===== src/rtl/audio_sample_pacer.sv =====
// Paces buffered audio bytes out at one sample per CLK_DIV clocks.
// Bytes are primed into a circular FIFO until half full, then played until it runs dry.
module audio_sample_pacer #(
  parameter int          CLK_DIV    = 12500,
  parameter int          DEPTH_LOG2 = 6,
  parameter logic [7:0]  MIDSCALE   = 8'h80
) (
  input  logic                  clk,
  input  logic                  resetn,
  input  logic [7:0]            in_data,
  input  logic                  in_valid,
  input  logic                  clear_flags,
  output logic [7:0]            sample_out,
  output logic                  sample_strobe,
  output logic                  playing,
  output logic [DEPTH_LOG2:0]   fill_level,
  output logic                  overflow,
  output logic                  underrun
);

  localparam int DEPTH = 1 << DEPTH_LOG2;
  localparam int CNT_W = (CLK_DIV > 1) ? $clog2(CLK_DIV) : 1;
  localparam logic [CNT_W-1:0]      TICK_VAL = CNT_W'(CLK_DIV - 1);
  localparam logic [CNT_W-1:0]      CNT_ONE  = CNT_W'(1);
  localparam logic [DEPTH_LOG2-1:0] PTR_ONE  = DEPTH_LOG2'(1);
  localparam logic [DEPTH_LOG2:0]   FILL_ONE = {{DEPTH_LOG2{1'b0}}, 1'b1};
  localparam logic [DEPTH_LOG2:0]   FULL_LVL = {1'b1, {DEPTH_LOG2{1'b0}}};
  localparam logic [DEPTH_LOG2:0]   HALF_LVL = {2'b01, {(DEPTH_LOG2-1){1'b0}}};

  // The state bit is observable directly on the playing output.
  typedef enum logic {
    PRIME = 1'b0,
    PLAY  = 1'b1
  } state_t;

  state_t                state_q, state_d;
  logic [CNT_W-1:0]      cnt_q, cnt_d;
  logic [DEPTH_LOG2-1:0] wr_ptr_q, wr_ptr_d;
  logic [DEPTH_LOG2-1:0] rd_ptr_q, rd_ptr_d;
  logic [DEPTH_LOG2:0]   fill_q, fill_d;
  logic [7:0]            sample_q, sample_d;
  logic                  strobe_q, strobe_d;
  logic                  ovf_q, ovf_d;
  logic                  unr_q, unr_d;
  logic [7:0]            mem_q [DEPTH];

  logic tick, full, empty, pop, starve, push, ovf_evt;

  always_comb begin
    tick    = (cnt_q == TICK_VAL);
    full    = (fill_q == FULL_LVL);
    empty   = (fill_q == '0);
    pop     = (state_q == PLAY) && tick && !empty;
    starve  = (state_q == PLAY) && tick && empty;
    // A push into a full FIFO still fits when the same edge pops the head.
    push    = in_valid && (!full || pop);
    ovf_evt = in_valid && full && !pop;

    cnt_d    = tick ? '0 : cnt_q + CNT_ONE;
    wr_ptr_d = push ? wr_ptr_q + PTR_ONE : wr_ptr_q;
    rd_ptr_d = pop  ? rd_ptr_q + PTR_ONE : rd_ptr_q;

    fill_d = fill_q;
    case ({push, pop})
      2'b10:   fill_d = fill_q + FILL_ONE;
      2'b01:   fill_d = fill_q - FILL_ONE;
      default: fill_d = fill_q;
    endcase

    state_d = state_q;
    case (state_q)
      PRIME:   if (fill_q >= HALF_LVL) state_d = PLAY;
      PLAY:    if (starve) state_d = PRIME;
      default: state_d = PRIME;
    endcase

    sample_d = sample_q;
    strobe_d = 1'b0;
    if (pop) begin
      sample_d = mem_q[rd_ptr_q];
      strobe_d = 1'b1;
    end else if (starve) begin
      sample_d = MIDSCALE;
      strobe_d = 1'b1;
    end

    // A flag event in the same cycle as clear_flags wins over the clear.
    ovf_d = ovf_evt | (ovf_q & ~clear_flags);
    unr_d = starve  | (unr_q & ~clear_flags);
  end

  always_ff @(posedge clk) begin
    if (!resetn) begin
      state_q  <= PRIME;
      cnt_q    <= '0;
      wr_ptr_q <= '0;
      rd_ptr_q <= '0;
      fill_q   <= '0;
      sample_q <= MIDSCALE;
      strobe_q <= 1'b0;
      ovf_q    <= 1'b0;
      unr_q    <= 1'b0;
    end else begin
      state_q  <= state_d;
      cnt_q    <= cnt_d;
      wr_ptr_q <= wr_ptr_d;
      rd_ptr_q <= rd_ptr_d;
      fill_q   <= fill_d;
      sample_q <= sample_d;
      strobe_q <= strobe_d;
      ovf_q    <= ovf_d;
      unr_q    <= unr_d;
    end
  end

  // Storage is never reset; pointers alone decide what is readable.
  always_ff @(posedge clk) begin
    if (resetn && push) mem_q[wr_ptr_q] <= in_data;
  end

  assign sample_out    = sample_q;
  assign sample_strobe = strobe_q;
  assign playing       = (state_q == PLAY);
  assign fill_level    = fill_q;
  assign overflow      = ovf_q;
  assign underrun      = unr_q;

endmodule


===== config.mk =====
export PLATFORM = sky130hd
export DESIGN_NAME = audio_sample_pacer
export DESIGN_NICKNAME = d
export VERILOG_FILES = /design/src/rtl/audio_sample_pacer.sv
export SDC_FILE = /design/constraint.sdc
export NUM_CORES = 1
export LEC_CHECK = 0
export CAP_MARGIN = 40
export CORE_MARGIN = 5
export CORE_UTILIZATION = 35
export CTS_BUF_LIST = sky130_fd_sc_hd__clkbuf_4 sky130_fd_sc_hd__clkbuf_8
export DETAILED_ROUTE_END_ITERATION = 8
export GPL_TIMING_DRIVEN = 0
export PLACE_DENSITY = 0.53
export SLEW_MARGIN = 5
export SYNTH_ARGS = -nofsm -noshare
export SYNTH_HDL_FRONTEND = slang
export SYNTH_SLANG_ARGS = --single-unit

===== constraint.sdc =====
create_clock -name clk -period 2.39 [get_ports clk]
set_input_delay 0.478 -clock clk [delete_from_list [all_inputs] [get_ports clk]]
set_output_delay 0.478 -clock clk [all_outputs]
set_load 0.01 [all_outputs]

* Yosys cells after proc, flatten, opt, wreduce, memory -nomap -nowiden
Memory sizes are Yosys's and may differ from the RTL's. A register that Yosys moved wholly into a read port is not among the register bits.
Index checks and enable logic that the tools add are counted.
** Word-level totals
- Logic and storage cells :: 54
- RAM bits :: 512
- Output and inout bits :: 19
- Bits of input ports :: 12
- Flip-flop bits (word level) :: 45
- Memories kept :: 1
** Cells by class
- Muxes and demuxes :: 12
- Eq/ne operators :: 4
- Reduce and logical (&&, ||, !) cells :: 15
- Magnitude comparators :: 1
- Bitwise logic cells :: 7
- Add/sub/neg operators :: 5
** Memory list
- mem_q :: words 64, bits a word 8, rd ports 1, clocked after Yosys merged registers in 1, write ports 1, RTL line 45 : logic [7:0] mem_q [DEPTH];
** Operator list (count)
- $mux W8 :: 2
- $add A14 B1 Y14 const B :: 1
- $eq A14 B14 Y1 const B :: 1
- $pmux W7 S2 :: 1
- $add A6 B1 Y6 const B :: 2
- $mux W6 :: 2
- $add A7 B1 Y7 const B :: 1
- $eq A7 B7 Y1 const B :: 1
- $ge A7 B6 Y1 const B :: 1
- $logic_and A1 B1 Y1 :: 7
- $logic_not A7 Y1 :: 1
- $sub A7 B1 Y7 const B :: 1
- $mux W1 :: 6
- $reduce_bool A2 Y1 :: 2
- $logic_not A1 Y1 :: 3
- $not A1 Y1 :: 3
- $and A1 B1 Y1 :: 2
- $eq A2 B1 Y1 const B :: 1
- $eq A2 B2 Y1 const B :: 1
- $or A1 B1 Y1 :: 2
- $pmux W1 S2 :: 1
- $reduce_or A2 Y1 :: 1
- $logic_or A1 B1 Y1 :: 1

* Depth between registers and ports, before layout
Gate-level depths: netlist of the first run.
- Depth after elaboration :: 8
- Depth in mapped cells :: 12
- Gate-level depth less buffers :: 11

* Worst setup path after synthesis of the first run
OpenSTA, ideal clock, no wires.
- Kind :: register to register
- Start :: reg cnt_q[0]
- End :: reg fill_q[6] (netlist: fill_level[6])
- Clock period less this slack :: 2.569 ns
- Cell stages (with the launch flop) :: 13
- Slack :: -0.179 ns
- Arrival time :: 2.455 ns
- Cells stage by stage :: dfxtp_1 -> ha_1 -> and3b_1 -> and4_4 -> buf_4 -> nand3_1 -> xnor2_1 -> ha_1 -> or2_2 -> nand2_1 -> nand4_1 -> and3_1 -> o21a_1
** On the way
- Cells in the longest elaborated chain, start to end :: 7
** Ends and longest elaborated chain
- start: declaration :: RTL line 37 : logic [CNT_W-1:0] cnt_q, cnt_d;
- start signal: assignment :: RTL line 105 : cnt_q <= cnt_d;
- $eq A14 B14 Y1 (*) :: RTL line 50 : tick = (cnt_q == TICK_VAL);
- $logic_and A1 B1 Y1 (*) (2 in series) :: RTL line 53 : pop = (state_q == PLAY) && tick && !empty;
- $logic_or A1 B1 Y1 :: RTL line 56 : push = in_valid && (!full || pop);
- $logic_and A1 B1 Y1 :: RTL line 56
- $eq A2 B1 Y1 or $eq A2 B2 Y1 (tied branches) :: RTL line 64 : case ({push, pop})
- $pmux W7 S2 or $reduce_bool A2 Y1 (tied branches)
- end signal: assignment :: RTL line 108 : fill_q <= fill_d;
- end: declaration :: RTL line 40 : logic [DEPTH_LOG2:0] fill_q, fill_d;
Every way passes the cells marked *; elsewhere a longest branch is shown, timed or not.
A chain may end at the register's enable or synchronous reset.

* Worst setup path after layout of the first run
- Start :: reg cnt_q[11]
- End :: mem mem_q[21][1] (enable)
** On the way
- Cells in the longest elaborated chain, start to end :: 8
** Ends and longest elaborated chain
- $eq A14 B14 Y1 :: RTL line 50
- $logic_and A1 B1 Y1 (2 in series) :: RTL line 53
- $logic_or A1 B1 Y1 :: RTL line 56
- $logic_and A1 B1 Y1 :: RTL line 56
- $logic_and A1 B1 Y1 :: RTL line 118 : if (resetn && push) mem_q[wr_ptr_q] <= in_data;
- $mux W1 :: RTL line 118
- $mux W1 (not written as such) :: RTL line 118
- end: declaration :: RTL line 45
Every way passes these cells.

==> summary.txt, run 1 <==
Yosys
  – Register area share after synthesis: around three quarters
  – Post-Synthesis Cells: 1140
  – Yosys warning total: 0
  – Net Count, Synth: 1156
  – Syn avg cell area: 19.34 µm²
  – Post-synth EDFFs: 512
  – Synth unique cells: 58
  – Yosys reg bits: 563
  – Ys flop type: edfxtp_1
  – Synth async-reset ratio: 0%
  – Mapped cell area: 22040 µm²

Run status
  – Failing checks: setup timing
  – Status: complete, but fails checks

Routing
  – Via density per instance: 5.151
  – Post-route DRC violation count: 0
  – DR pass1 iterations: 7
  – Detailed Route Iter0 Violations: between 900 and 1000
  – Routed WL: between 50 and 60 mm
  – DR WL/cell: 24.61 µm
  – Final ANT Viol Nets: 0
  – Via count: 11735

Final layout
  – # fillers: around 5400
  – Nets@finish: 1380
  – Core Util, Final: 43.59%
  – Non-Filler Instances: 2278
  – Commonest non-fill, non-tap cell in the layout: edfxtp_1
  – Fraction of layout cells with a size suffix above 1: 38.16%
  – P&R area growth vs syn: 24.05%
  – Most frequent cells in the layout: edfxtp_1, mux4_2, clkbuf_8, nor2_4, buf_4

Setup path
  – Crit end category: register
  – Required time worst endpoint: 2.77 ns
  – R2R Setup Slk: -0.02 ns
  – Crit Path Category: register to register
  – Cell Chain, Critical Path: nor4b_4 > and4_4 > a21oi_4 > nor3b_4 > buf_6 > nand2_8 > nor2_4 > buf_6
  – Delay of the slowest cell on the worst path: 0.35 ns
  – Register-to-Register Path Depth: 8
  – Crit path capture: mem_q[21][1]
  – CP Max Fanout: 8
  – WP data arrival: 2.79 ns
  – CP startpoint kind: register
  – Capture point of the worst reg-to-reg path: mem_q[21][1]
  – Worst r2r src: cnt_q[11]
  – CP startpoint: cnt_q[11]
  – CP max stage cell: dfxtp_4
  – Crit path top cell by count: buf_6

Clock tree
  – Htree depth: 3
  – Clk root buf: clkbuf_8
  – CTS Buf Count: 93
  – Clk_lat worst skew: 0.69 ns
  – CTS max path bufs: 3
  – Clk slew on worst S/H paths: 0.06 ns
  – CTS Hold Bufs: 0
  – CTS sink cnt: between 500 and 600
  – CTS tree: done

Run
  – Number of max-cap violations: 0

Timing
  – Min Hold Slack: 0.1664 ns
  – Final hold vios: 0
  – Skew final: ~0.050 ns
  – Slew @ Worst Pin: just over 0.9 ns
  – Slew Viols, Final: 0
  – Min Tclk post-route: 2.407 ns
  – Final Setup Violations: 41
  – Worst slew margin: 37.67%
  – Final Cycle Share: 100.7%
  – RSZ-0062 raised after global routing: true
  – Final Worst Setup Slack: -0.01745 ns
  – Fmax: 0.4154 GHz

Power
  – Leakage: 8.491 nW
  – Pwr per Cell Area: a little over 700 nW/µm²
  – Peak VDD IR: between 0.3 and 0.4 mV
  – Final Total Pwr: 19.26 mW

Die
  – Die ar.: 68100 µm²
  – Die width: 261.0 µm
  – Die Height: 261.0 µm
  – IO Count: 31
  – # rows: between 90 and 100
  – Initial Utilization: 35.14%
  – Core Region: 62740 µm²

Global route
  – Total track usage: 16.43%
  – Vias in the first global route: 12276
  – Met2 Resource Use GR: 26.87%
  – Initial antenna violation count: 2
  – Routing usage on met1: 21.77%
  – Pin count of the biggest net entering global routing: 57
  – Met3 Use GR: 3.972%
  – First-pass GRT wire length: just over 80 mm
  – Grt ovf: 0
  – Global routing's busiest layer: met2

Hold path
  – Hold Crit Start: in_data[6]
  – Hold/Removal Path Class: input port to register

Placement
  – Routability cong.: 0.8850
  – IO Port Bufs: 29
  – Dpl cells: ~2100
  – Post-DP HPWL: 37.15 mm
==> kinds of logic after synthesis <==
logic type      after synthesis  synth area share [%]
flops                       563                 74.38
buf+inv                      65                 1.408
fa+ha+maj                     4                0.2270
compound gates               65                 2.214
xor+xnor                     24                0.9536
simple gates                248                 5.250
mux                         171                 15.57
==> flip-flops by register name (all words and copies together) (netlist names), named ones only <==
register	cells
cnt_q	14
fill_level	7
mem_q	512
overflow	1
playing	1
rd_ptr_q	6
sample_out	8
sample_strobe	1
underrun	1
wr_ptr_q	6
==> critical path, delay by kind of cell, from the launching register on <==
family                 cells  cell delay [ns]
DFF                        1             0.35
AOI/OAI and AO/OA          1             0.12
and+or+nand+nor            5             1.28
buffers and inverters      2             0.33
==> worst min-delay path by stage <==
stage,end,slack [ns],depth (start not counted)
after floorplan,cnt_q[0],0.43,1
after global placement,cnt_q[0],0.45,1
after detailed placement,cnt_q[0],0.46,1
after CTS,mem_q[15][6],0.11,1
after global routing,mem_q[15][6],0.14,1
final,mem_q[14][6],0.17,1
==> timing repair <==
item | 4_1_cts | 5_1_grt
pin swaps | 30 | 36
setup endpoints to repair | 522 | 475
buffers inserted | 32 | 28
endpoints found under the hold margin | 0 | 0
resized for setup | 213 | 64
==> area by class of cell <==
cell class / count / area (µm²) / area share, %
diodes: 1 / 2.502 / 0.009151
plain buffers: 52 / 464.2 / 1.698
clock buffers: 119 / 1506 / 5.509
clock inverters: 43 / 244.0 / 0.8922
inverters: 9 / 38.79 / 0.1418
multi-input cells: 512 / 6065 / 22.18
flip-flops and latches: 563 / 16420 / 60.04
well taps: 846 / 1059 / 3.871
repair buffers: 133 / 1548 / 5.660
==> per-stage QoR <==
| stage | instance area [µm²] | setup WS, ns | TNS (ns) |
|---|---|---|---|
| 6_report | 27350 | -0.01745 | -0.3977 |
| 5_1_grt | 27350 | -0.1133 | -11.11 |
| 4_1_cts | 26690 | -0.001711 | -0.002464 |
| 3_5_place_dp | 23830 | -1.156 | -381.24 |
| 3_3_place_gp | 23430 | -1.365 | -828.23 |
| 2_1_floorplan | 22080 | 0.01082 | 0 |
==> power breakdown <==
part	total (mW)	internal [mW]	switching [mW]
sequential	10.8	10.8	0.0278
clock	8.06	4.32	3.74
combinational	0.411	0.132	0.280
total	19.3	15.2	4.05
==> routing by layer <==
metal  part of all wire [%]  up-vias  routed length, µm
met5                  0.023        -                 13
met4                    2.2        2               1237
met3                    6.4       85               3567
met2                     49      361              27710
met1                     42     6185              23540
li1                       -     5102                  -
==> Yosys cell counts (all sizes together), types with 8 or more instances <==
master / count / area share [%]
a21oi: 9 / 0.24
a32oi: 8 / 0.32
buf: 38 / 0.95
clkbuf: 18 / 0.31
dfxtp: 51 / 4.6
edfxtp: 512 / 70
mux2i: 29 / 1.3
mux4: 137 / 14
nand2: 56 / 0.95
nand3: 17 / 0.39
nand4: 12 / 0.34
nor2: 114 / 2.0
nor3: 13 / 0.35
o211ai: 10 / 0.34
xnor2: 11 / 0.44
xor2: 13 / 0.52
(Power assumes the default switching activity.)
==> run 2: changes to the inputs <==
Clock period 2.39 ns to 2.2 ns, I/O delays scaled along.
==> summary.txt, run 2 (same netlist as run 1, synthesis figures left out) <==
Die
  – Die width: 261.0 µm (unchanged)
  – Die ar.: 68100 µm² (unchanged)
  – IO Count: 31 (unchanged)
  – Die Height: 261.0 µm (unchanged)
  – Core Region: 62740 µm² (unchanged)
  – # rows: 92 (unchanged)
  – Initial Utilization: 35.14% (unchanged)

Setup path
  – Register-to-Register Path Depth: 10 (+2)
  – Crit Path Category: register to register
  – Top cell family by delay on the critical path: simple AND/OR/NAND/NOR gates
  – Worst r2r src: cnt_q[0]
  – CP Max Fanout: 8 (unchanged)
  – Cell Chain, Critical Path: ha_4 > and3b_1 > and4_4 > buf_8 > a21oi_4 > nor3b_4 > buf_6 > nand2_8 > nor2_4 > buf_8
  – Crit path top cell by count: buf_8
  – CP max stage cell: dfxtp_4
  – WP data arrival: 2.73 ns (-0.06 ns)
  – Delay of the slowest cell on the worst path: 0.37 ns (+0.02 ns)
  – Required time worst endpoint: 2.56 ns (-0.21 ns)
  – Capture point of the worst reg-to-reg path: mem_q[53][2]
  – Worst path bufs/invs: 3 (+1)
  – R2R Setup Slk: -0.18 ns (-0.16 ns)
  – CP startpoint kind: register
  – Crit end category: register

Final layout
  – Commonest non-fill, non-tap cell in the layout: edfxtp_1
  – Largest register by flop count: mem_q
  – P&R area growth vs syn: 30.64%
  – Nets@finish: 1440 (+4.3%)
  – Number of flip-flops in the largest register: 512 (unchanged)
  – Non-Filler Instances: 2347 (+3.0%)
  – Fraction of layout cells with a size suffix above 1: 43.07% (+4.9 points)
  – Fin area: 28800 µm² (+5.3%)
  – Most frequent cells in the layout: edfxtp_1, mux4_2, clkbuf_8, buf_12, nor2_4

Global route
  – Grt ovf: 0 (unchanged)
  – Total track usage: 16.89% (+0.46 points)
  – Pin count of the biggest net entering global routing: 45 (-21%)
  – Vias in the first global route: 12503 (+1.8%)
  – First-pass GRT wire length: 84.66 mm (+3.5%)
  – Initial antenna violation count: 3 (+1)

Placement
  – IO Port Bufs: 29 (unchanged)
  – Post-Place Worst Slack: -1.312 ns (-0.1557 ns)
  – Routability cong.: 0.8870 (+0.23%)
  – Post-DP HPWL: 37.19 mm (+0.11%)
  – Placed cell areas: 23800 µm² (-0.13%)
  – Dpl cells: 2043 (-0.68%)

Routing
  – Via count: 12004 (+2.3%)
  – Routed WL: 57.55 mm (+2.6%)
  – Post-route DRC violation count: 0 (unchanged)
  – Final ANT Viol Nets: 0 (unchanged)
  – Via density per instance: 5.115 (-0.72%)
  – DR pass1 iterations: 5 (-2)
  – DR WL/cell: 24.52 µm (-0.39%)
  – Detailed Route Iter0 Violations: 983 (+4.9%)

Timing
  – Final hold vios: 0 (unchanged)
  – Worst slew margin: 49.94% (+12 points)
  – Fmax: 0.4205 GHz (+1.2%)
  – Slew Viols, Final: 0 (unchanged)
  – Final Setup Violations: 424 (+930%)
  – Skew final: 0.03947 ns (-0.01055 ns)
  – Final Cycle Share: 108.1% (+7.4 points)
  – Final Worst Setup Slack: -0.1779 ns (-0.1604 ns)
  – Slew @ Worst Pin: 0.7491 ns (-0.1859 ns)
  – Min Tclk post-route: 2.378 ns (-0.02955 ns)
  – RSZ-0062 raised after global routing: true

Clock tree
  – CTS sink cnt: 563 (unchanged)
  – Htree depth: 3 (unchanged)
  – Clk_lat worst skew: 0.68 ns (about the same)
  – CTS Buf Count: 90 (-3.2%)
  – CTS max path bufs: 3 (unchanged)
  – Clk slew on worst S/H paths: 0.06 ns (about the same)
  – CTS tree: done
  – Clk root buf: clkbuf_8

Run status
  – Status: complete, but fails checks
  – Failing checks: setup timing

Power
  – Final Total Pwr: 21.32 mW (+11%)
  – Peak VDD IR: 0.3926 mV (+21%)
  – Pwr per Cell Area: 740.2 nW/µm² (+5.1%)
  – Leakage: 9.079 nW (+6.9%)

Run
  – Number of max-cap violations: 0 (unchanged)

Hold path
  – Endpoint, Worst Hold: playing
  – Hold/Removal Path Class: input port to register
  – Min-Delay Path Depth: 2 (+1)
  – Hold Crit Start: resetn
run 2: changes by cell type in the layout (fill, tap and decap cells not counted), sizes merged:
cell           before  now
clkdlybuf4s50      21   20
inv                 8   10
bufinv              2    3
clkinv             40   33
clkinvlp            2    1
dlymetal6s2s        0    1
clkbuf            135  145
buf               148  212
run 2: power breakdown:
part / switching, mW / total [mW] / internal (mW)
clock: 4.13 / 9.12 / 5.00
combinational: 0.317 / 0.481 / 0.164
sequential: 0.0303 / 11.7 / 11.7
run 2: what timing repair did:
item,in CTS,in global routing
gates resized for setup,278,80
setup buffers,112,20
hold buffers,0,0
setup endpoints to repair,530,525
pin swaps,69,39
cloned,5,2
run 2: cell type report:
cell class | count | area, µm²
repair buffers | 197 | 2675
clock inverters | 38 | 257.7
diodes | 1 | 2.502
plain buffers | 51 | 556.8
multi-input cells | 512 | 6196
inverters | 9 | 38.79
clock buffers | 130 | 1583
flip-flops and latches | 563 | 16430
well taps | 846 | 1059
fillers | 5256 | 33940
run 2: worst max path at each step:
| stage | to | depth (start not counted) | slack [ns] | from |
|---|---|---|---|---|
| after CTS | mem_q[33][2] | 9 | -0.17 | cnt_q[8] |
| final | mem_q[53][2] | 10 | -0.18 | cnt_q[0] |
| after global placement | mem_q[34][3] | 5 | -1.33 | in_valid |
| after global routing | fill_level[6] | 12 | -0.30 | cnt_q[0] |
| after detailed placement | mem_q[58][3] | 5 | -1.31 | in_valid |
| after floorplan | mem_q[61][0] | 8 | -0.13 | cnt_q[0] |
run 2: layer usage:
metal,track usage (%),routed length [µm],up-vias
met1,22.43,24010,6281
li1,-,-,5241
met3,4.049,3550,103
met4,6.105,1618,4
met2,27.37,28340,375
met5,0,27,-
run 2: stage by stage:
stage          TNS [ns]  util [%]  hold slack (ns)
6_report         -25.69     45.90           0.2232
4_1_cts          -25.94     45.09           0.1621
2_1_floorplan    -37.94         -           0.4325
5_1_grt          -62.39     45.90           0.1931
3_3_place_gp    -945.54     37.50           0.4508
3_5_place_dp    -467.03     37.94           0.4545
